==> src/rtl/mux4_rr_arbiter.sv <==
// Round-robin arbiter that owns the select lines of a shared 4:1 mux.
// Grants are held until the owner drops its request or its burst limit expires.
module mux4_rr_arbiter #(
  parameter int unsigned MAX_HOLD = 8,
  parameter int unsigned CNT_W    = 8
) (
  input  logic             clk,
  input  logic             rst_n,
  input  logic [3:0]       REQ,
  output logic [3:0]       GNT,
  output logic [1:0]       SEL,
  output logic             VALID,
  output logic [CNT_W-1:0] HOLD_CNT
);

  typedef enum logic [0:0] {
    ST_IDLE = 1'b0,
    ST_BUSY = 1'b1
  } state_t;

  localparam logic [CNT_W-1:0] CNT_ONE  = {{(CNT_W-1){1'b0}}, 1'b1};
  localparam logic [CNT_W-1:0] CNT_MAX  = {CNT_W{1'b1}};
  localparam logic [CNT_W-1:0] HOLD_LIM = CNT_W'(MAX_HOLD);
  localparam bit               NO_LIMIT = (MAX_HOLD == 32'd0);

  state_t           state_r, state_s;
  logic [1:0]       ptr_r, ptr_s;
  logic [3:0]       gnt_r, gnt_s;
  logic [1:0]       sel_r, sel_s;
  logic             valid_r, valid_s;
  logic [CNT_W-1:0] hold_r, hold_s;
  logic             keep_s;
  logic [1:0]       rel_ptr_s;
  logic [1:0]       pick_s;

  // Circular search from ptr upward; lowest offset with a request wins.
  function automatic logic [1:0] pick_idx(input logic [3:0] req, input logic [1:0] ptr);
    logic [1:0] idx_v;
    logic [1:0] cand_v;
    idx_v = ptr;
    for (int k = 3; k >= 0; k--) begin
      cand_v = ptr + 2'(k);
      if (req[cand_v]) begin
        idx_v = cand_v;
      end else begin
        idx_v = idx_v;
      end
    end
    return idx_v;
  endfunction

  function automatic logic [3:0] onehot4(input logic [1:0] idx);
    return 4'b0001 << idx;
  endfunction

  // Next-state and next-output decision for both arbitration states.
  always_comb begin
    state_s   = state_r;
    ptr_s     = ptr_r;
    gnt_s     = gnt_r;
    sel_s     = sel_r;
    valid_s   = valid_r;
    hold_s    = hold_r;
    keep_s    = REQ[sel_r] && (NO_LIMIT || (hold_r < HOLD_LIM));
    rel_ptr_s = sel_r + 2'd1;
    pick_s    = 2'd0;
    case (state_r)
      ST_IDLE: begin
        pick_s = pick_idx(REQ, ptr_r);
        if (REQ != 4'b0000) begin
          state_s = ST_BUSY;
          gnt_s   = onehot4(pick_s);
          sel_s   = pick_s;
          valid_s = 1'b1;
          hold_s  = CNT_ONE;
        end else begin
          state_s = ST_IDLE;
        end
      end
      ST_BUSY: begin
        if (keep_s) begin
          hold_s = (hold_r == CNT_MAX) ? CNT_MAX : hold_r + CNT_ONE;
        end else begin
          // The owner sits last in the search from o+1, so a lone owner is regranted.
          ptr_s  = rel_ptr_s;
          pick_s = pick_idx(REQ, rel_ptr_s);
          if (REQ != 4'b0000) begin
            gnt_s   = onehot4(pick_s);
            sel_s   = pick_s;
            valid_s = 1'b1;
            hold_s  = CNT_ONE;
          end else begin
            state_s = ST_IDLE;
            gnt_s   = 4'b0000;
            valid_s = 1'b0;
            hold_s  = {CNT_W{1'b0}};
          end
        end
      end
      default: begin
        state_s = ST_IDLE;
        gnt_s   = 4'b0000;
        valid_s = 1'b0;
        hold_s  = {CNT_W{1'b0}};
      end
    endcase
  end

  // State, pointer and registered outputs.
  always_ff @(posedge clk or negedge rst_n) begin
    if (!rst_n) begin
      state_r <= ST_IDLE;
      ptr_r   <= 2'd0;
      gnt_r   <= 4'b0000;
      sel_r   <= 2'd0;
      valid_r <= 1'b0;
      hold_r  <= {CNT_W{1'b0}};
    end else begin
      state_r <= state_s;
      ptr_r   <= ptr_s;
      gnt_r   <= gnt_s;
      sel_r   <= sel_s;
      valid_r <= valid_s;
      hold_r  <= hold_s;
    end
  end

  assign GNT      = gnt_r;
  assign SEL      = sel_r;
  assign VALID    = valid_r;
  assign HOLD_CNT = hold_r;

endmodule

==> config.mk <==
export PLATFORM = sky130hd
export DESIGN_NAME = mux4_rr_arbiter
export DESIGN_NICKNAME = d
export VERILOG_FILES = /design/src/rtl/mux4_rr_arbiter.sv
export SDC_FILE = /design/constraint.sdc
export NUM_CORES = 1
export LEC_CHECK = 0
export ABC_AREA = 1
export ABC_CLOCK_PERIOD_IN_PS = 1700
export BUFFER_PORTS_ARGS = -buffer_cell sky130_fd_sc_hd__buf_2
export CAP_MARGIN = 30
export CORE_MARGIN = 8
export CORE_UTILIZATION = 30
export CTS_BUF_LIST = sky130_fd_sc_hd__clkbuf_2
export DETAILED_ROUTE_END_ITERATION = 6
export PLACE_DENSITY = 0.53
export SYNTH_ARGS = -nofsm -noshare
export SYNTH_HDL_FRONTEND = slang
export SYNTH_SLANG_ARGS = --single-unit
==> constraint.sdc <==
create_clock -name clk -period 1.7 [get_ports clk]
set_clock_uncertainty 0.2 [all_clocks]
set_input_delay 0.255 -clock clk [delete_from_list [all_inputs] [get_ports clk]]
set_output_delay 0.255 -clock clk [all_outputs]
set_load 0.005 [all_outputs]
Word level (Yosys, flattened, before mapping)
Cells that the tools add are included.

word-level totals
  bits in registers = 18
  output and inout bits = 15

operators by class
  add/sub/neg operators = 8
  order comparisons = 10
  eq/ne operators = 4
  shift-type cells = 2
  mux-type cells = 48
  bitwise logic cells = 2
  reductions and logical operators = 5

operators with widths
  cell                                                                  count
  2-bit two-way mux                                                     14
  2-bit by 3-bit < comparator with 1-bit output, second input constant  9
  8-bit two-way mux                                                     3
  1-bit binary-select mux with 2-bit select                             9
  8-bit one-hot mux with 2 select lines                                 1
  1-bit two-way mux                                                     14
  4-bit two-way mux                                                     3
  2-bit adder, second input constant                                    4
  8-bit by 1-bit adder with 8-bit output, second input constant         1
  8-bit equality test, second input constant                            1
  8-bit by 4-bit < comparator with 1-bit output, second input constant  1
  4-bit one-hot mux with 2 select lines                                 1
  1-bit by 2-bit << shifter with 4-bit output, first input constant     2
  2-bit by 1-bit adder with 2-bit output, second input constant         3
  2-bit != test, second input constant                                  2
  1-bit one-hot mux with 2 select lines                                 2
  2-bit one-hot mux with 2 select lines                                 1
  2-bit AND reduction                                                   2
  4-bit nonzero test                                                    1
  3-bit AND reduction                                                   1
  2-bit by 1-bit != test with 1-bit output, second input constant       1
  1-bit NOT                                                             2
  1-bit logical AND                                                     1

Depth between registers and ports, before layout
  word-level depth = 14
  depth in mapped cells = 15
  mapped depth without buffers = 14

Least setup slack after synthesis
No wires, ideal clock.

  kind = reg-to-reg
  start = register sel_r[0], in the netlist SEL[0]
  end = register gnt_r[0], in the netlist GNT[0]
  library setup time = 0.116 ns
  data arrival time = 1.318 ns
  required time = 1.384 ns
  setup slack = 0.065 ns
  cell stages (with the launch flop) = 14
  path buffers = 1
  period minus slack after synthesis = 1.635 ns
  cells stage by stage = dfrtp_1 > buf_6 > nand2_1 > nand2_2 > nand2_1 > nand2_1 > o21ai_2 > nand3_1 > nand2_2 > nor2_2 > nand2_1 > nand2_1 > nand2_1 > nand2_1

between the ends
  longest elaborated chain between the ends = 14
  elaborated cells between the ends (all ways) = 27
  classes of those cells = add/sub: 4; eq/ne: 1; shift: 1; mux: 19; reduce/logical: 2

RTL lines
  item                                         RTL line  source
  from (decl)                                  29        logic [1:0] sel_r, sel_s;
  from (signal assigned)                       122       sel_r <= sel_s;
  2-bit by 1-bit adder with 2-bit output       65        rel_ptr_s = sel_r + 2'd1;
  2-bit adder                                  42        cand_v = ptr + 2'(k);
  1-bit binary-select mux with 2-bit select    43        if (req[cand_v]) begin
  1-bit two-way mux (not written as such)      43
  2-bit two-way mux (4 in series)              43
  2-bit two-way mux                            81        if (keep_s) begin
  2-bit two-way mux                            67        case (state_r)
  1-bit by 2-bit << shifter with 4-bit output  53        return 4'b0001 << idx;
  4-bit two-way mux                            87        if (REQ != 4'b0000) begin
  4-bit two-way mux                            81
  4-bit one-hot mux with 2 select lines        67
  to (signal assigned)                         121       gnt_r <= gnt_s;
  to (decl)                                    28        logic [3:0] gnt_r, gnt_s;

Several ways; a longest one is shown, not always the timed one. The select of a mux whose other input is x is not followed.
A chain may end at the register's enable or synchronous reset.

Worst setup path in the final report
  start = register sel_r[0], in the netlist SEL[0]
  end = register hold_r[2], in the netlist HOLD_CNT[2]

between the ends
  longest elaborated chain between the ends = 5

RTL lines
  item                                       RTL line  source
  1-bit binary-select mux with 2-bit select  64        keep_s = REQ[sel_r] && (NO_LIMIT || (hold_r < HOLD_LIM));
  1-bit two-way mux (not written as such)    64
  1-bit logical AND                          64
  8-bit two-way mux                          81
  8-bit one-hot mux with 2 select lines      67
  to (signal assigned)                       117       hold_r <= {CNT_W{1'b0}};
  to (signal assigned)                       124       hold_r <= hold_s;
  to (decl)                                  31        logic [CNT_W-1:0] hold_r, hold_s;

Every way passes these cells. The select of a mux whose other input is x is not followed.

==> results.md <==
- Max-slew headroom: 72.4%
- RSZ-0062 raised after global routing: true
- Post-Place Cell Area: 1590 um^2
- CP Data Arrival Time: 1.82 ns
- Distinct cells, synth: 28
- Sw frac: about half
- Share of layout cells above drive strength 1: 46.9%
- Fin area: 1880 um^2
- Share of the synthesized area in the top cell type: 34.6%
- Register area share after synthesis: 34.6%
- Main synth FF type: dfrtp_1
- Post-route ant nets: 0
- Avg Inst Size Synth: 6.44 um^2
- Metal2 WL: between 1.5 and 2 mm
- WL final: 3.44 mm
- Type of the most critical hold path: in -> async
- # rows: 24
- Failing checks: negative setup slack
- CP Launch Type: flop
- Full die area: ~6700 um^2
- Cell taking the most area after synthesis: dfrtp_1
- Fin nets: roughly 260
- Comb pwr share: about three quarters
- Peak supply drop: 0.853 mV
- Core ar.: 4260 um^2
- First-pass GRT wire length: 6.22 mm
- FF-to-FF Start: SEL[0]$_DFFE_PN0P_
- Num CTS Buffers: 3
- Syn Inst Count: a little over 200
- Status: finished, violations left
- Place WS: -0.130 ns
- Wire per inst: ~11 um
- Worst skew pair latency: roughly 0.31 ns
- Ys Warns: 0
- WL met3: 134 um
- Vias in the first global route: 1427
- FF+latch count, synth: 18
- Post-DR vias/cell: 4.54
- Area delta synth->final: 44.8%
- Sequential power share: about a fifth
- Setup violations, final: 9
- DR vias: 1390
- Leakage: 0.994 nW
- Crit path to: HOLD_CNT[2]$_DFFE_PN0N_
- Num ports: 21
- Initial antenna violation count: 0
- Setup WS post-layout: -0.0961 ns
- Kind of critical path: reg -> reg
- Pwr dens: 2050 nW/um^2
- Worst R2R Path Depth: 9
- Final hold violation count: 0
- CP Data Required Time: 1.72 ns
- Longest Clk Path Bufs: 2
- Worst r2r dst: HOLD_CNT[2]$_DFFE_PN0N_
- Clk sinks: 18
- Root Buffer: clkbuf_2
- FF-to-FF setup slack: -0.1 ns
- Top post-synthesis cells by area: dfrtp_1 (35%), nand2_1 (24%), nand3_1 (6.9%), inv_1 (5.8%), nand2_2 (4.3%)
- Synthesized cell area: 1300 um^2
- Register area: 454 um^2
- Hold_ws: 0.175 ns
- Top sig layer: met4
- Most frequent cells in the layout: nand2_1 (56), nand2_2 (30), buf_4 (25), buf_2 (20), inv_1 (17)
- Multi-input gate area: 897 um^2
- Filler Cell Count: 461
- Slew Viols, Final: 0
- Tightest Pin Transition: 0.415 ns
- Port bufs: 20
- Vert. Die Dim: 81.8 um
- Cell Int Power: 0.00194 W
- Hpwl dp: between 2 and 3 mm
- Clock share of power: approximately 4.8%
- H-tree levels: 1
- Initial DRC Count: 44
- CTS tree: yes
- CP startpoint: SEL[0]$_DFFE_PN0P_
- Gr usage total: 11.5%
- Power consumption: approximately 0.0039 W
- Async set or reset register ratio after synthesis: 100%
- EDFF count, synth: 0
- Metal-1 WL: 1.61 mm
- Largest net degree at the start of global routing: 19
- Ant. Diodes: 0
- Grt ovf: 0
- CP Max Fanout: 6
- Crit end category: flop
- FMAX: between 500 and 600 MHz
- DRC: 0
- GP Congestion: 0.849
- Crit path time final: roughly 1.8 ns
- Initial Util: 30.5%
- Maxcap violations: 0
- Syn_nets: roughly 210
- Crit share post-route: 106%
- Leading cell type in the layout, fill and taps excluded: nand2_1
- Sw Pwr: between 0.0015 and 0.002 W
- Setup_tns: -0.610 ns
- DIE WIDTH: 81.8 um
- Reg clk slew, reported paths: 0.19 ns
- Pre-antenna DRT Iters: 4
[per-layer routing]
layer  vias to the layer above  global-route usage, %
li1                        737                      -
met1                       627                   14.1
met2                        20                   19.3
met3                         6                   2.41
met4                         0                   4.39
met5                         -                      0
[timing repair]
action	CTS	global route
pin swaps	21	13
setup endpoints to repair	7	13
hold endpoints to repair	18	0
resized for setup	29	35
hold buffers	1	0
setup buffers	6	3
[synthesized netlist by cell type (2+ instances only)]
master and n:
inv_1 20, nand2_1 83, inv_2 4, nand2_2 9, nand4_1 3, or2_2 2, dfrtp_1 18, o21ai_0 8
nor2_1 15, nand3_1 18, nor2_2 2, buf_6 2, a21oi_1 3
[power by group through the flow]
stage | registers, W | clock network (W) | logic, W
floorplan | 0.000702 | 0 | 0.00153
global placement | 0.000717 | 0 | 0.00226
detailed placement | 0.000718 | 0 | 0.00224
CTS | 0.000725 | 0.000199 | 0.00261
global route | 0.000768 | 0.000218 | 0.00332
finish | 0.000741 | 0.000185 | 0.00293
[worst max-delay path: stages (launching register included)]
cell     delay [ns]
dfrtp_2        0.45
buf_6          0.14
nand2_1        0.05
nand3_1        0.09
nand2_2        0.09
nor3_4         0.20
nand2_2        0.11
buf_4          0.16
buf_4          0.12
o21ai_0        0.14
[state kept, by name, summed over array words and instances, names as in the netlist]
register	count
GNT	4
HOLD_CNT	8
SEL	2
VALID	1
ptr_r	2
state_r	1
[logic make-up after synthesis]
kind of cell	synth area share, %
AND/OR/NAND/NOR	47.6
buffers and inverters	9.14
flip-flops	34.6
AO/OA/AOI/OAI	6.93
XOR/XNOR	0.674
adder cells (fa/ha/maj)	0.962
[worst min-delay path by stage]
stage | start | end | slack (ns) | cells after the start
after global routing | rst_n | VALID$_DFFE_PN0P_ | 0.19 | 2
after global placement | rst_n | GNT[1]$_DFFE_PN0P_ | 0.02 | 1
after CTS | rst_n | VALID$_DFFE_PN0P_ | 0.18 | 2
final | rst_n | GNT[1]$_DFFE_PN0P_ | 0.18 | 2
after floorplan | rst_n | GNT[0]$_DFFE_PN0P_ | -0.24 | 0
after detailed placement | rst_n | VALID$_DFFE_PN0P_ | 0.02 | 1
[metrics by stage]
step	util (%)	instances
4_1_cts	41.1	303
3_5_place_dp	37.4	292
3_3_place_gp	37.4	292
5_1_grt	44.1	306
2_1_floorplan	-	202
6_report	44.1	306
[area by class of cell]
class                           instances  area share [%]
Clock inverter                          1           0.199
Multi-Input combinational cell        157            47.7
Timing Repair Buffer                   50            18.2
Tap cell                               52            3.46
Inverter                               25            5.52
Sequential cell                        18            24.1
Clock buffer                            3           0.798
Power figures use the tool's default switching activity.
